`src/rtl/mic_pkg.sv`:
```
// Shared types and defaults for the I2S MEMS microphone capture controller.
package mic_pkg;

  typedef enum logic [1:0] {
    IDLE    = 2'd0,
    DISCARD = 2'd1,
    CAPTURE = 2'd2,
    STOP    = 2'd3
  } mic_state_t;

  localparam int         DEF_CLK_DIV        = 2;
  localparam int         DEF_SLOT_BITS      = 32;
  localparam int         DEF_SAMPLE_BITS    = 18;
  localparam logic [1:0] DEF_CHAN_MASK      = 2'b01;
  localparam int         DEF_DISCARD_FRAMES = 2;

  // Channel mask bits: left slot is ws=0, right slot is ws=1.
  localparam logic [1:0] CHAN_LEFT  = 2'b01;
  localparam logic [1:0] CHAN_RIGHT = 2'b10;

  // True when the slot selected by ws is enabled in the mask.
  function automatic logic chan_on(input logic [1:0] mask, input logic right);
    return |(mask & (right ? CHAN_RIGHT : CHAN_LEFT));
  endfunction

endpackage

```
`src/rtl/mic_sck_gen.sv`:
```
// Bit-clock generator: mclk toggles every CLK_DIV clk while run is high.
// The ticks flag the clk cycle at whose closing edge mclk rises or falls.
module mic_sck_gen #(
  parameter int CLK_DIV = 2
) (
  input  logic clk,
  input  logic reset,
  input  logic run,
  output logic mclk,
  output logic rise_tick,
  output logic fall_tick
);

  localparam int            CW     = (CLK_DIV > 1) ? $clog2(CLK_DIV) : 1;
  localparam logic [CW-1:0] RELOAD = CW'(CLK_DIV - 1);

  logic [CW-1:0] cnt;
  logic          tc;

  assign tc        = run && (cnt == '0);
  assign rise_tick = tc && !mclk;
  assign fall_tick = tc && mclk;

  // Half-period down-counter; idles parked at reload with mclk low.
  always_ff @(posedge clk) begin
    if (reset || !run) begin
      cnt  <= RELOAD;
      mclk <= 1'b0;
    end else if (tc) begin
      cnt  <= RELOAD;
      mclk <= ~mclk;
    end else begin
      cnt  <= cnt - CW'(1);
    end
  end

endmodule

```
`src/rtl/mic_i2s_ctrl.sv`:
```
// Master-mode I2S microphone sequencer: drives mclk/ws, deserializes the
// enabled slots and presents samples on a valid/ready port with sticky
// overflow reporting. Capture starts and stops on frame boundaries.
//
//   state   | meaning
//   --------+-------------------------------------------------------------
//   IDLE    | clocks parked (mclk=0, ws=0), counters cleared, wait for en
//   DISCARD | frames clocked for mic start-up, completions suppressed
//   CAPTURE | normal capture of slots enabled in CHAN_MASK
//   STOP    | en dropped; finish the current frame, then return to IDLE
module mic_i2s_ctrl
  import mic_pkg::*;
#(
  parameter int         CLK_DIV        = DEF_CLK_DIV,
  parameter int         SLOT_BITS      = DEF_SLOT_BITS,
  parameter int         SAMPLE_BITS    = DEF_SAMPLE_BITS,
  parameter logic [1:0] CHAN_MASK      = DEF_CHAN_MASK,
  parameter int         DISCARD_FRAMES = DEF_DISCARD_FRAMES
) (
  input  logic                   clk,
  input  logic                   reset,
  input  logic                   en,
  output logic                   mclk,
  output logic                   ws,
  input  logic                   dataint,
  output logic [SAMPLE_BITS-1:0] sample_data,
  output logic                   sample_right,
  output logic                   sample_valid,
  input  logic                   sample_ready,
  output logic                   overflow,
  input  logic                   clr_ovf,
  output logic                   busy
);

  localparam int BW = $clog2(SLOT_BITS);
  localparam int FW = $clog2(DISCARD_FRAMES + 2);

  mic_state_t             state, next_state;
  logic                   run;
  logic                   rise_tick, fall_tick;
  logic                   frame_end;
  logic                   sample_bit;
  logic                   capture_ok;
  logic                   complete;
  logic                   drop;
  logic [BW-1:0]          bit_idx;
  logic [FW-1:0]          frames_left;
  logic [SAMPLE_BITS-1:0] shift_q, shift_next;

  assign run  = (state != IDLE);
  assign busy = run;

  mic_sck_gen #(.CLK_DIV(CLK_DIV)) u_sck (
    .clk       (clk),
    .reset     (reset),
    .run       (run),
    .mclk      (mclk),
    .rise_tick (rise_tick),
    .fall_tick (fall_tick)
  );

  // Frame ends on the falling edge that closes the right slot.
  assign frame_end  = fall_tick && (bit_idx == BW'(SLOT_BITS - 1)) && ws;
  // b=0 is the I2S one-bit delay; only b=1..SAMPLE_BITS carry data.
  assign sample_bit = rise_tick && (bit_idx != '0) && (bit_idx <= BW'(SAMPLE_BITS));
  assign shift_next = {shift_q[SAMPLE_BITS-2:0], dataint};
  // A stop requested during start-up must not emit samples either.
  assign capture_ok = (state == CAPTURE) || ((state == STOP) && (frames_left == '0));
  assign complete   = capture_ok && rise_tick && (bit_idx == BW'(SAMPLE_BITS))
                      && chan_on(CHAN_MASK, ws);
  assign drop       = complete && sample_valid && !sample_ready;

  // State register.
  always_ff @(posedge clk) begin
    if (reset) state <= IDLE;
    else       state <= next_state;
  end

  // Next-state logic; en low at a frame end leaves directly for IDLE.
  always_comb begin
    next_state = state;
    case (state)
      IDLE:
        if (en) next_state = (DISCARD_FRAMES == 0) ? CAPTURE : DISCARD;
      DISCARD:
        if (!en)                                        next_state = frame_end ? IDLE : STOP;
        else if (frame_end && (frames_left == FW'(1))) next_state = CAPTURE;
      CAPTURE:
        if (!en) next_state = frame_end ? IDLE : STOP;
      STOP:
        if (frame_end) next_state = IDLE;
      default:
        next_state = IDLE;
    endcase
  end

  // Start-up frames still to be thrown away in this run.
  always_ff @(posedge clk) begin
    if (reset || (state == IDLE))
      frames_left <= FW'(DISCARD_FRAMES);
    else if ((state == DISCARD) && frame_end && (frames_left != '0))
      frames_left <= frames_left - FW'(1);
  end

  // Bit index within the slot and word select, advanced on mclk falls.
  always_ff @(posedge clk) begin
    if (reset || (state == IDLE)) begin
      bit_idx <= '0;
      ws      <= 1'b0;
    end else if (fall_tick) begin
      if (bit_idx == BW'(SLOT_BITS - 1)) begin
        bit_idx <= '0;
        ws      <= ~ws;
      end else begin
        bit_idx <= bit_idx + BW'(1);
      end
    end
  end

  // Serial-in shift register, MSB first.
  always_ff @(posedge clk) begin
    if (reset || (state == IDLE)) shift_q <= '0;
    else if (sample_bit)          shift_q <= shift_next;
  end

  // Output holding register, handshake and sticky overflow; a pending
  // sample is deliberately kept across the return to IDLE.
  always_ff @(posedge clk) begin
    if (reset) begin
      sample_data  <= '0;
      sample_right <= 1'b0;
      sample_valid <= 1'b0;
      overflow     <= 1'b0;
    end else begin
      if (complete && !drop) begin
        sample_data  <= shift_next;
        sample_right <= ws;
        sample_valid <= 1'b1;
      end else if (sample_valid && sample_ready) begin
        sample_valid <= 1'b0;
      end
      if (drop)         overflow <= 1'b1;
      else if (clr_ovf) overflow <= 1'b0;
    end
  end

endmodule
```
`config.mk`:
```
export PLATFORM = sky130hd
export DESIGN_NAME = mic_i2s_ctrl
export DESIGN_NICKNAME = d
export VERILOG_FILES = /design/src/rtl/mic_pkg.sv /design/src/rtl/mic_sck_gen.sv /design/src/rtl/mic_i2s_ctrl.sv
export SDC_FILE = /design/constraint.sdc
export NUM_CORES = 1
export LEC_CHECK = 0
export ABC_AREA = 1
export BUFFER_PORTS_ARGS = -buffer_cell sky130_fd_sc_hd__buf_2
export CAP_MARGIN = 20
export CORE_MARGIN = 1
export CORE_UTILIZATION = 45
export CTS_CLUSTER_SIZE = 12
export DETAILED_ROUTE_END_ITERATION = 12
export GPL_TIMING_DRIVEN = 0
export MAX_ROUTING_LAYER = met4
export PLACE_DENSITY_LB_ADDON = 0.15
export SETUP_SLACK_MARGIN = 0.15
export SLEW_MARGIN = 20
export SYNTH_ARGS = -nofsm -noshare
export SYNTH_HDL_FRONTEND = slang
export SYNTH_SLANG_ARGS = --single-unit
export TNS_END_PERCENT = 50
```
`constraint.sdc`:
```
create_clock -name clk -period 1.9 [get_ports clk]
set_input_delay 0.285 -clock clk [delete_from_list [all_inputs] [get_ports clk]]
set_output_delay 0.285 -clock clk [all_outputs]
set_load 0.03 [all_outputs]
```
# Word-level counts from Yosys, hierarchy flattened
# Index checks and enable logic that the tools add are counted.
totals:
  register_bits: 50
classes:
  eq_ne: 10
  n_bitwise: 3
  order_cmp: 1
  n_addsub: 3
  reduce_logical: 35
  mux: 13
ops:
  columns: ["op", "n"]
  rows:
  - ["1-bit logical AND", 18]
  - ["2-bit two-way mux", 6]
  - ["5-bit == test (second input constant)", 2]
  - ["2-bit one-hot mux with 4 select lines", 1]
  - ["2-bit nonzero test", 4]
  - ["2-bit inequality test (second input constant)", 3]
  - ["5-bit by 1-bit adder with 5-bit output (second input constant)", 1]
  - ["5-bit less-or-equal comparator (second input constant)", 1]
  - ["1-bit two-way mux", 5]
  - ["5-bit two-way mux", 1]
  - ["5-bit nonzero test", 1]
  - ["2-bit by 1-bit == test with 1-bit output (second input constant)", 2]
  - ["2-bit == test (second input constant)", 2]
  - ["1-bit zero test", 4]
  - ["2-bit zero test", 2]
  - ["4-bit AND reduction", 1]
  - ["1-bit logical OR", 3]
  - ["3-bit inequality test (second input constant)", 1]
  - ["1-bit inverter", 3]
  - ["2-bit AND reduction", 1]
  - ["2-bit OR reduction", 1]
  - ["2-bit by 1-bit subtractor with 2-bit output (second input constant)", 1]
  - ["1-bit subtractor (second input constant)", 1]

# Depth between registers and ports, before layout
# Gate-level depths: netlist of the first run.
logic_depth:
  ltp_word: 11
  depth_mapped: 11
  depth_no_buf: 11

# Modules after synthesis
# From an unflattened synthesis of the first run, not the netlist that was laid out.
hier_totals:
  cells_unflattened: 315
  hier_area_um2: 2307.2
modules_own_cells:
  columns: ["module", "area_per_inst_um2", "cells_per_inst", "instances", "seq_area_each_um2"]
  rows:
  - ["mic_i2s_ctrl", 2218.4, 302, 1, 960.9]
  - ["mic_sck_gen", 88.8, 13, 1, 40.0]

# Worst setup path after synthesis of the first run
# No wires, ideal clock.
synth_timing:
  path_kind: "reg2reg"
  startpoint: "reg state[1]"
  endpoint: "reg state[1]"
  path_slack_ns: 0.381
  n_path_buf: 0
  t_required_ns: 1.785
  path_stages_with_launch: 10
  arrival_ns: 1.404
  setup_ns: 0.115
  cell_sequence: "dfxtp_1 inv_1 nand2_1 nand3_2 nor2_2 nand3_1 nand2_1 nand3_1 nand2_1 nor2_1"
synth_via:
  elab_chain_cells: 8
synth_lines:
  columns: ["element", "line", "text"]
  rows:
  - ["start: declaration", "mic_i2s_ctrl.sv:38", "mic_state_t state, next_state;"]
  - ["start signal: assignment", "mic_i2s_ctrl.sv:76", "else state <= next_state;"]
  - ["2-bit nonzero test (*)", "mic_i2s_ctrl.sv:50", "assign run = (state != IDLE);"]
  - ["named net busy", "mic_i2s_ctrl.sv:32", "output logic busy"]
  - ["1-bit logical AND (*)", "mic_sck_gen.sv:20", "assign tc = run && (cnt == '0);"]
  - ["1-bit logical AND (*)", "mic_sck_gen.sv:22", "assign fall_tick = tc && mclk;"]
  - ["1-bit logical AND (*) (2 in series)", "mic_i2s_ctrl.sv:63", "assign frame_end = fall_tick && (bit_idx == BW'(SLOT_BITS - 1)) && ws;"]
  - ["2-bit two-way mux / 1-bit logical AND (equally long branches)", "mic_i2s_ctrl.sv:86, mic_i2s_ctrl.sv:89, mic_i2s_ctrl.sv:87", null]
  - ["2-bit two-way mux, or another cell as far along", "mic_i2s_ctrl.sv:89", "if (!en) next_state = frame_end ? IDLE : STOP;"]
  - ["2-bit one-hot mux with 4 select lines / 4-bit AND reduction (equally long branches)", null, null]
# The timed path passes the listed nets; every way through them passes the cells marked *. The select of a mux whose other input is x is not followed.
# A chain may end at the register's enable or synchronous reset.

# Worst setup path after layout of the first run
layout_timing:
  startpoint: "reg bit_idx[0]"
  endpoint: "reg frames_left[0]"
layout_via:
  elab_chain_cells: 5
layout_lines:
  columns: ["element", "line", "text"]
  rows:
  - ["start: declaration", "mic_i2s_ctrl.sv:46", "logic [BW-1:0] bit_idx;"]
  - ["start signal: assignment", "mic_i2s_ctrl.sv:115", "bit_idx <= bit_idx + BW'(1);"]
  - ["5-bit == test", "mic_i2s_ctrl.sv:63", null]
  - ["1-bit logical AND (2 in series)", "mic_i2s_ctrl.sv:63", null]
  - ["1-bit logical AND (2 in series)", "mic_i2s_ctrl.sv:101", "else if ((state == DISCARD) && frame_end && (frames_left != '0))"]
  - ["end signal: assignment", "mic_i2s_ctrl.sv:100", "frames_left <= FW'(DISCARD_FRAMES);"]
  - ["end signal: assignment", "mic_i2s_ctrl.sv:102", "frames_left <= frames_left - FW'(1);"]
  - ["end: declaration", "mic_i2s_ctrl.sv:47", "logic [FW-1:0] frames_left;"]
# Every way passes these cells.

==> results of run 1 <==
cell type report:
class	count	area, um^2	area share
multi-input combinational	171	898	0.363
tap	52	65.1	0.0263
inverter	43	166	0.0672
clock buffer	6	82.6	0.0333
buffer	9	81.3	0.0328
sequential	50	1010	0.406
clock inverter	2	17.5	0.00707
timing repair buffer	31	160	0.0646
cells by family (layout without fill, tap and decap cells):
family | after synthesis | after routing | synth area share
and+or+nand+nor | 96 | 96 | 0.205
AOI/OAI and AO/OA | 69 | 69 | 0.170
buffers and inverters | 52 | 91 | 0.116
DFF | 50 | 50 | 0.473
adders and majority gates | 6 | 6 | 0.0355
cell usage in the layout (no fill, tap or decap), types with 2 or more instances in the layout:
cell                       count
sky130_fd_sc_hd__nor3_1        3
sky130_fd_sc_hd__nand2_2       2
sky130_fd_sc_hd__nand4_1       2
sky130_fd_sc_hd__buf_4         2
sky130_fd_sc_hd__clkbuf_8      6
sky130_fd_sc_hd__nor2_1       51
sky130_fd_sc_hd__nand3_1       7
sky130_fd_sc_hd__nand2_1      22
sky130_fd_sc_hd__a211oi_1      2
sky130_fd_sc_hd__buf_2        29
sky130_fd_sc_hd__clkinv_4      2
sky130_fd_sc_hd__buf_6         4
sky130_fd_sc_hd__dfxtp_1      48
sky130_fd_sc_hd__nor2_2        3
sky130_fd_sc_hd__a21oi_2       2
sky130_fd_sc_hd__a21oi_1      25
sky130_fd_sc_hd__o21ai_0      25
sky130_fd_sc_hd__o21ai_1      13
sky130_fd_sc_hd__ha_1          4
sky130_fd_sc_hd__clkbuf_1      3
sky130_fd_sc_hd__inv_1        42
sky130_fd_sc_hd__nor2_4        2
registers in the layout, indices dropped and copies added, names as in the netlist:
| register | flops |
|---|---|
| shift_q | 17 |
| overflow | 1 |
| bit_idx | 5 |
| sample_valid | 1 |
| u_sck.cnt | 1 |
| frames_left | 2 |
| sample_data | 18 |
| u_sck.mclk | 1 |
| state | 2 |
| sample_right | 1 |
| ws | 1 |
routing by layer:
layer	GRT usage	share of wire	vias up
li1	-	-	944
met4	0.0667	0.016	0
met5	-	0	-
met1	0.233	0.49	787
met3	0.0513	0.030	6
met2	0.293	0.46	23
worst min path at each step:
stage,startpoint,to
2_1_floorplan,reset,overflow
3_3_place_gp,sample_data[10],sample_data[10]
3_5_place_dp,sample_data[7],sample_data[7]
4_1_cts,reset,overflow
5_1_grt,reset,overflow
6_report,reset,overflow
where the power goes:
| part | total, W | switching (W) | internal, W |
|---|---|---|---|
| logic | 0.000233 | 0.000159 | 0.0000738 |
| registers | 0.00108 | 0.0000219 | 0.00106 |
| clock network | 0.000673 | 0.000373 | 0.000300 |
through the flow:
step                      hold WS (ns)   util  area, um^2  cells  worst slack [ns]
after CTS                        0.201  0.546        2430    362             0.177
after floorplan                  0.354      -        2120    273             0.381
final                            0.209  0.557        2480    364             0.189
after global placement           0.431  0.523        2330    354             0.197
after detailed placement         0.435  0.523        2330    354             0.190
after global routing             0.206  0.557        2480    364            0.0810
timing repair:
item                       4_1_cts  5_1_grt
setup endpoints to repair        0       13
hold buffers                     0        0
resized for setup                0       12
buffers inserted                 0        2
worst reg2reg max path, cell delays in order (launching register included):
cell,delay (ns)
sky130_fd_sc_hd__dfxtp_4,0.38
sky130_fd_sc_hd__ha_4,0.14
sky130_fd_sc_hd__nand2_2,0.06
sky130_fd_sc_hd__nor2_2,0.12
sky130_fd_sc_hd__ha_2,0.18
sky130_fd_sc_hd__nand4_1,0.25
sky130_fd_sc_hd__nor3_4,0.31
sky130_fd_sc_hd__nand2_1,0.08
sky130_fd_sc_hd__nand2_1,0.06
sky130_fd_sc_hd__nor2_1,0.04
==> summary.md, run 1 <==
The checks that failed: design-rule violations. No sink is reached through more buffers than the 2 on the longest clock path. The tool flagged a number of max-cap violations equal to 0.

Static timing analysis puts the maximum clock frequency at 584 MHz. For the count of filler cells inserted in the layout, the log shows 447. Dividing total power by cell area gives a power density of 803 mW/mm^2. After legalization and detailed placement, the total HPWL measured 2840 um. The tools report the highest ir drop seen on vdd as 0.373 mV. The tools report the remaining routing DRC violations as 4.

Clock skew on the completed layout was measured at 0.0104 ns. Of all nets on the critical path, the largest fanout is 4. The count of final setup violators is 0. The tree built by TritonCTS fans out to 50 sinks. The sequential-to-total area share from yosys stat was 0.473; the shortest clock period the worst path allows after layout was 1.71 ns.

In this run the remaining antenna-violating nets after routing total 0. Detailed routing inserted a total of 1760 vias. Number of global-route vias before repair: 1575. STA classifies the critical path endpoint as a flip-flop.

The startpoint identified for the worst register-to-register timing path is bit_idx[0]. The slowest stage of the critical path is the sky130_fd_sc_hd__dfxtp_4 cell. The starting density of the core is 0.476, and the worst-skew pair later-pin latency is 0.31 ns. Clock tree root driver cell: sky130_fd_sc_hd__clkbuf_8. The number of enable flip-flop cells after synthesis was 0. The setup path with the least slack is of type flip-flop to flip-flop.

On the worst path, the slowest cell contributes a delay of 0.38 ns. Flip-flop cell with the highest count after synthesis: sky130_fd_sc_hd__dfxtp_1. TritonCTS built the clock tree. The floorplan step set the die height to 70.6 um. For this design the static power due to leakage is 1.00 nW. The headroom to the max-slew limit was 0.747.

The area fraction of the dominant cell type after synthesis was 0.473. The number of antenna violations at the first check in global routing is 0, and the number of cell instances on the worst register-to-register path is 9. Ranked by total cell area, the synthesized netlist is headed by sky130_fd_sc_hd__dfxtp_1, sky130_fd_sc_hd__nor2_1, sky130_fd_sc_hd__inv_1, sky130_fd_sc_hd__a21oi_1, sky130_fd_sc_hd__o21ai_0. At the worst endpoint, the required time is 2.11 ns.

The pin count of the biggest net entering global routing is 17, and the number of antenna repair diodes is 0. The critical path goes through ha_4, nand2_2, nor2_2, ha_2, nand4_1, nor3_4, nand2_1, nand2_1, nor2_1. In the routed layout, each cell is associated on average with a via count of 4.84.

The cell taking the most area after synthesis was sky130_fd_sc_hd__dfxtp_1. The run gives 285 as the synthesized netlist net count. Relative to the synthesized area, the layout overhead comes to 17.1%.

The min-delay analysis places its worst path in the category primary input to flip-flop. After routing, the total negative slack on setup checks comes to 0 ns. In the final routed layout, each cell accounts on average for 11.1 um. The fraction of registers with async set/reset was 0; the wire length after detailed routing was 4040 um. The run finished, with violations left. The worst register-to-register path has a setup slack of 0.19 ns. The number of failing hold endpoints at the final stage is 0.

Synthesis inferred 50 register bits. The core box area came out at 0.00444 mm^2. Together, buffers and inverters on the worst path number 0. By count the netlist is led by sky130_fd_sc_hd__nor2_1, sky130_fd_sc_hd__dfxtp_1, sky130_fd_sc_hd__inv_1. The number of iterations in the first detailed-routing pass is 10. The critical path crosses 9 cells after its start point. After synthesis the cells add up to 0.00212 mm^2.

For this run the aggregate overflow at the end of global routing stands at 0. The floorplan die area came out at 0.00498 mm^2. The net count of the finished layout is 323. The number of buffers added by the clock tree synthesis step was 5; the number of pins with negative max-slew slack in the final report was 0.

Post-route total power: 0.00199 W. At the end of routability-driven placement, the weighted congestion stood at 0.817. For the pin with the worst max-slew slack, the measured transition is 0.379 ns.

The H-tree generated during clock tree synthesis spans 2 levels. The share of the clock period used by the worst path came out at 0.900. The cell with the most instances after synthesis is sky130_fd_sc_hd__nor2_1.

The post-synthesis average cell area was 7.75 um^2. The most numerous cell type found on the critical path is sky130_fd_sc_hd__nand2_1. After clock tree synthesis, the clock-pin slew on the worst setup and hold paths is 0.09 ns. The layout cell share with drive strength beyond 1 works out to 0.202. The first element of the critical path is bit_idx[0]. Setup repair after global routing could not meet its margin everywhere. Counting instances, the worst hold path has a depth of 2. For this run, the number of Yosys warnings is 0. The first global-routing pass estimated 7030 um of wire.

The tools report the number of placed I/O pins as 30. The tools report the critical register-to-register path endpoint as frames_left[0]. Number of buffer cells added on primary ports: 29. The number of design-rule violations left by the first detailed-router iteration came out at 143. The overall routing resource usage was 0.187. The most critical setup path has its endpoint at frames_left[0].

The tools report the kind of launch point of the worst setup path as a flip-flop. The tools report the number of instances in the synthesized netlist as 273. The kind of cell with the highest combined delay along the critical path is simple AND/OR/NAND/NOR gates. The tools report the data arrival time of the critical path as 1.92 ns. The number of standard-cell rows in the floorplan came out at 24. Yosys mapped the design onto 26 distinct sky130hd cell types. In this run the horizontal extent of the chip is 70.6 um.
Power figures use the tool's default switching activity.
==> inputs of run 2 (changes only) <==
--- a/config.mk
+++ b/config.mk
@@ -8,6 +8,7 @@
 export ABC_AREA = 1
 export BUFFER_PORTS_ARGS = -buffer_cell sky130_fd_sc_hd__buf_2
 export CAP_MARGIN = 20
+export CORE_ASPECT_RATIO = 1.5
 export CORE_MARGIN = 1
 export CORE_UTILIZATION = 45
 export CTS_CLUSTER_SIZE = 12
==> summary.md, run 2 (same netlist as run 1, synthesis figures left out) <==
The endpoint identified for the worst register-to-register timing path is frames_left[0]. The via density per instance is 4.85 (+0.32%). The area growth from synthesis to layout came out at 17.3%.

Headroom to the max-slew limit: 0.715 (-0.0327). The power per cell area was 778 mW/mm^2 (-3.1%). The count of placed standard cells including taps came out at 350 (-1.1%). The pin count of the biggest net entering global routing came out at 17 (unchanged).

The area used by multi-input combinational logic was 906 um^2 (+0.84%); the area of placed instances was 0.00232 mm^2 (-0.21%). The floorplan die area was 0.00499 mm^2 (+0.11%); the number of cell instances on the worst register-to-register path was 10 (+1). The starting density of the core was 0.470 (-0.00635). In the final layout, the registers with the most flip-flops are sample_data x18, shift_q x17, bit_idx x5.

The worst-case clock buffer depth was 2 (unchanged). The vertical extent of the die was 86.0 um (+22%); the count of filler cells inserted in the layout was 441 (-1.3%). For the remaining routing DRC violations, the log shows 1 (-3).

Startpoint of the tightest hold check path: reset. The logs give 0 (unchanged) for the number of antenna violations at the first check in global routing and 0.26 ns (+0.08 ns) for the worst-case register-to-register setup slack. The number of buffer cells added on primary ports was 29 (unchanged). The type of destination of the critical path is a flip-flop. The flow ran to the end, but the final reports show violations.

The logs give 0.00450 mm^2 (+1.4%) for the core box area and 50 (unchanged) for the clock sink total. Layout cell share with drive strength beyond 1: 0.208 (+0.00574). The wire length of the first global-routing pass was 6680 um (-5.0%). The flip-flop count of the largest register, all copies and words added is 18 (unchanged), and the number of global-route vias before repair is 1607 (+2.0%).

For the worst path required time, the log shows 2.11 ns (about the same). The startpoint identified for the worst register-to-register timing path is bit_idx[1]. Sum of net half-perimeters after detailed placement: 2840 um (about the same).

The most common cell after layout, fill and taps aside was sky130_fd_sc_hd__nor2_1. Total leakage power: 1.00 nW (about the same). The category of the critical setup timing path is flip-flop to flip-flop. Shortest clock period the worst path allows after layout: 1.64 ns (-0.0759 ns).

The class of the tightest hold or removal check is primary input to flip-flop. The clock-pin slew reported for the worst setup and hold paths after clock tree synthesis came out at 0.09 ns (about the same). The logs give 0 (unchanged) for the count of nets left with antenna violations after detail routing and 0.00248 mm^2 (+0.15%) for the post-route standard cell area excluding fillers. Number of antenna repair diodes: 0 (unchanged).

The run gives 0 (unchanged) as the final global-route overflow total. The final reports fail on design-rule violations. Number of pins with negative max-slew slack in the final report: 0 (unchanged). The worst setup path is launched from a flip-flop. The logs give 66 (-54%) for the number of design-rule violations left by the first detailed-router iteration and 0.740 (-9.4%) for the final RePlAce weighted congestion. For the highest ir drop seen on vdd, the log shows 0.471 mV (+26%). The run gives 2 (unchanged) as the number of levels in the clock H-tree. The x dimension of the die was 58.0 um (-18%).

The flip-flop and latch area was 0.00101 mm^2 (unchanged). The largest driver fanout on the critical path was 4 (unchanged). For the wire length after detailed routing, the log shows 3960 um (-1.8%). The run gives 0.31 ns (about the same) as the worst-skew pair later-pin latency. The number of buffers inserted by hold repair at cts came out at 0 (unchanged). The number of iterations in the first detailed-routing pass was 8 (-2); the count of nets after finishing was 324 (+0.31%).

The tools report the via count as 1751 (-0.51%). The run gives 30 (+25%) as the number of standard-cell rows in the floorplan. In this run the clock root is driven by a sky130_fd_sc_hd__clkbuf_8.

The first element of the critical path was bit_idx[1]. Setup repair after global routing could not meet its margin everywhere. The number of failing hold endpoints at the final stage was 0 (unchanged); the data arrival time of the critical path was 1.84 ns (-0.08 ns). Reported max-cap violation count: 0 (unchanged).

Leaving out fill and tap cells, the most frequent cells in the layout are sky130_fd_sc_hd__nor2_1, sky130_fd_sc_hd__dfxtp_1, sky130_fd_sc_hd__inv_1, sky130_fd_sc_hd__buf_2. End point of the critical path: frames_left[0]. The share of the clock period used by the worst path works out to 0.861 (-0.0400).

For the number of buffers added by the clock tree synthesis step, the log shows 5 (unchanged). The register with the most flip-flops in the final layout is sample_data. The overall routing resource usage was 0.179 (-0.00779); the number of placed I/O pins was 30 (unchanged). The run gives 0.00664 ns (-0.00372 ns) as the final worst clock skew. The total negative slack is 0 ns (unchanged). The tools report the upper clock frequency limit as 612 MHz (+4.6%). The run gives 361 (-0.82%) as the final non-filler cell total. TritonCTS built the clock tree. The average wire length per cell after detail routing was 11.0 um (-1.0%); the slew at the pin closest to its max-slew limit was 0.428 ns (+0.0490 ns). The count of final setup violators came out at 0 (unchanged).
-- run 2: cell types whose count changed in the layout (fill, tap and decap cells not counted), sizes merged --
cell,before,now
clkinvlp,0,1
clkbuf,10,9
buf,36,37
-- run 2: cell type report --
type	instances	area share
plain buffers	9	0.0328
flip-flops and latches	50	0.405
repair buffers	32	0.0691
clock inverters	3	0.00857
clock buffers	5	0.0277
multi-input cells	171	0.365
inverters	43	0.0671
well taps	48	0.0242
-- run 2: how the worst min path moves through the flow --
stage / end / slack [ns] / cells past startpoint
global placement: sample_data[11] / 0.43 / 2
floorplan: overflow / 0.35 / 1
CTS: overflow / 0.20 / 2
global route: overflow / 0.20 / 2
detailed placement: sample_data[3] / 0.43 / 2
finish: overflow / 0.20 / 2
-- run 2: metal layers --
layer,up-vias,share of wire,wire length [um],track usage
met5,-,0,0,-
met4,0,0.018,70,0.0779
met3,5,0.038,150,0.0498
met1,769,0.43,1720,0.188
met2,34,0.51,2020,0.308
li1,943,-,-,-
-- run 2: where the power goes --
group | switching, W | internal (W)
combinational | 0.000158 | 0.0000745
sequential | 0.0000207 | 0.00106
clock | 0.000358 | 0.000259
total | 0.000537 | 0.00139
-- run 2: timing repair --
action,4_1_cts,5_1_grt
resized for setup,1,14
pin swaps,0,4
endpoints found under the hold margin,0,0
buffers inserted,0,3
setup endpoints to repair,1,6
-- run 2: stage by stage --
stage           util  setup slack, ns  power, W  hold slack, ns
4_1_cts        0.536            0.160   0.00196           0.199
5_1_grt        0.551           0.0970   0.00204           0.204
3_3_place_gp   0.515            0.190   0.00133           0.430
6_report       0.551            0.265   0.00193           0.200
2_1_floorplan      -            0.381   0.00128           0.354
3_5_place_dp   0.515            0.161   0.00133           0.434
-- run 2: critical path, stage by stage (launching register included) --
cell                      delay [ns]
sky130_fd_sc_hd__dfxtp_2        0.38
sky130_fd_sc_hd__ha_4           0.14
sky130_fd_sc_hd__nand2_2        0.06
sky130_fd_sc_hd__nor2_2         0.14
sky130_fd_sc_hd__ha_2           0.19
sky130_fd_sc_hd__nand4_1        0.09
sky130_fd_sc_hd__buf_6          0.15
sky130_fd_sc_hd__nor3_4         0.22
sky130_fd_sc_hd__nand2_1        0.08
sky130_fd_sc_hd__nand2_1        0.06
sky130_fd_sc_hd__nor2_1         0.03
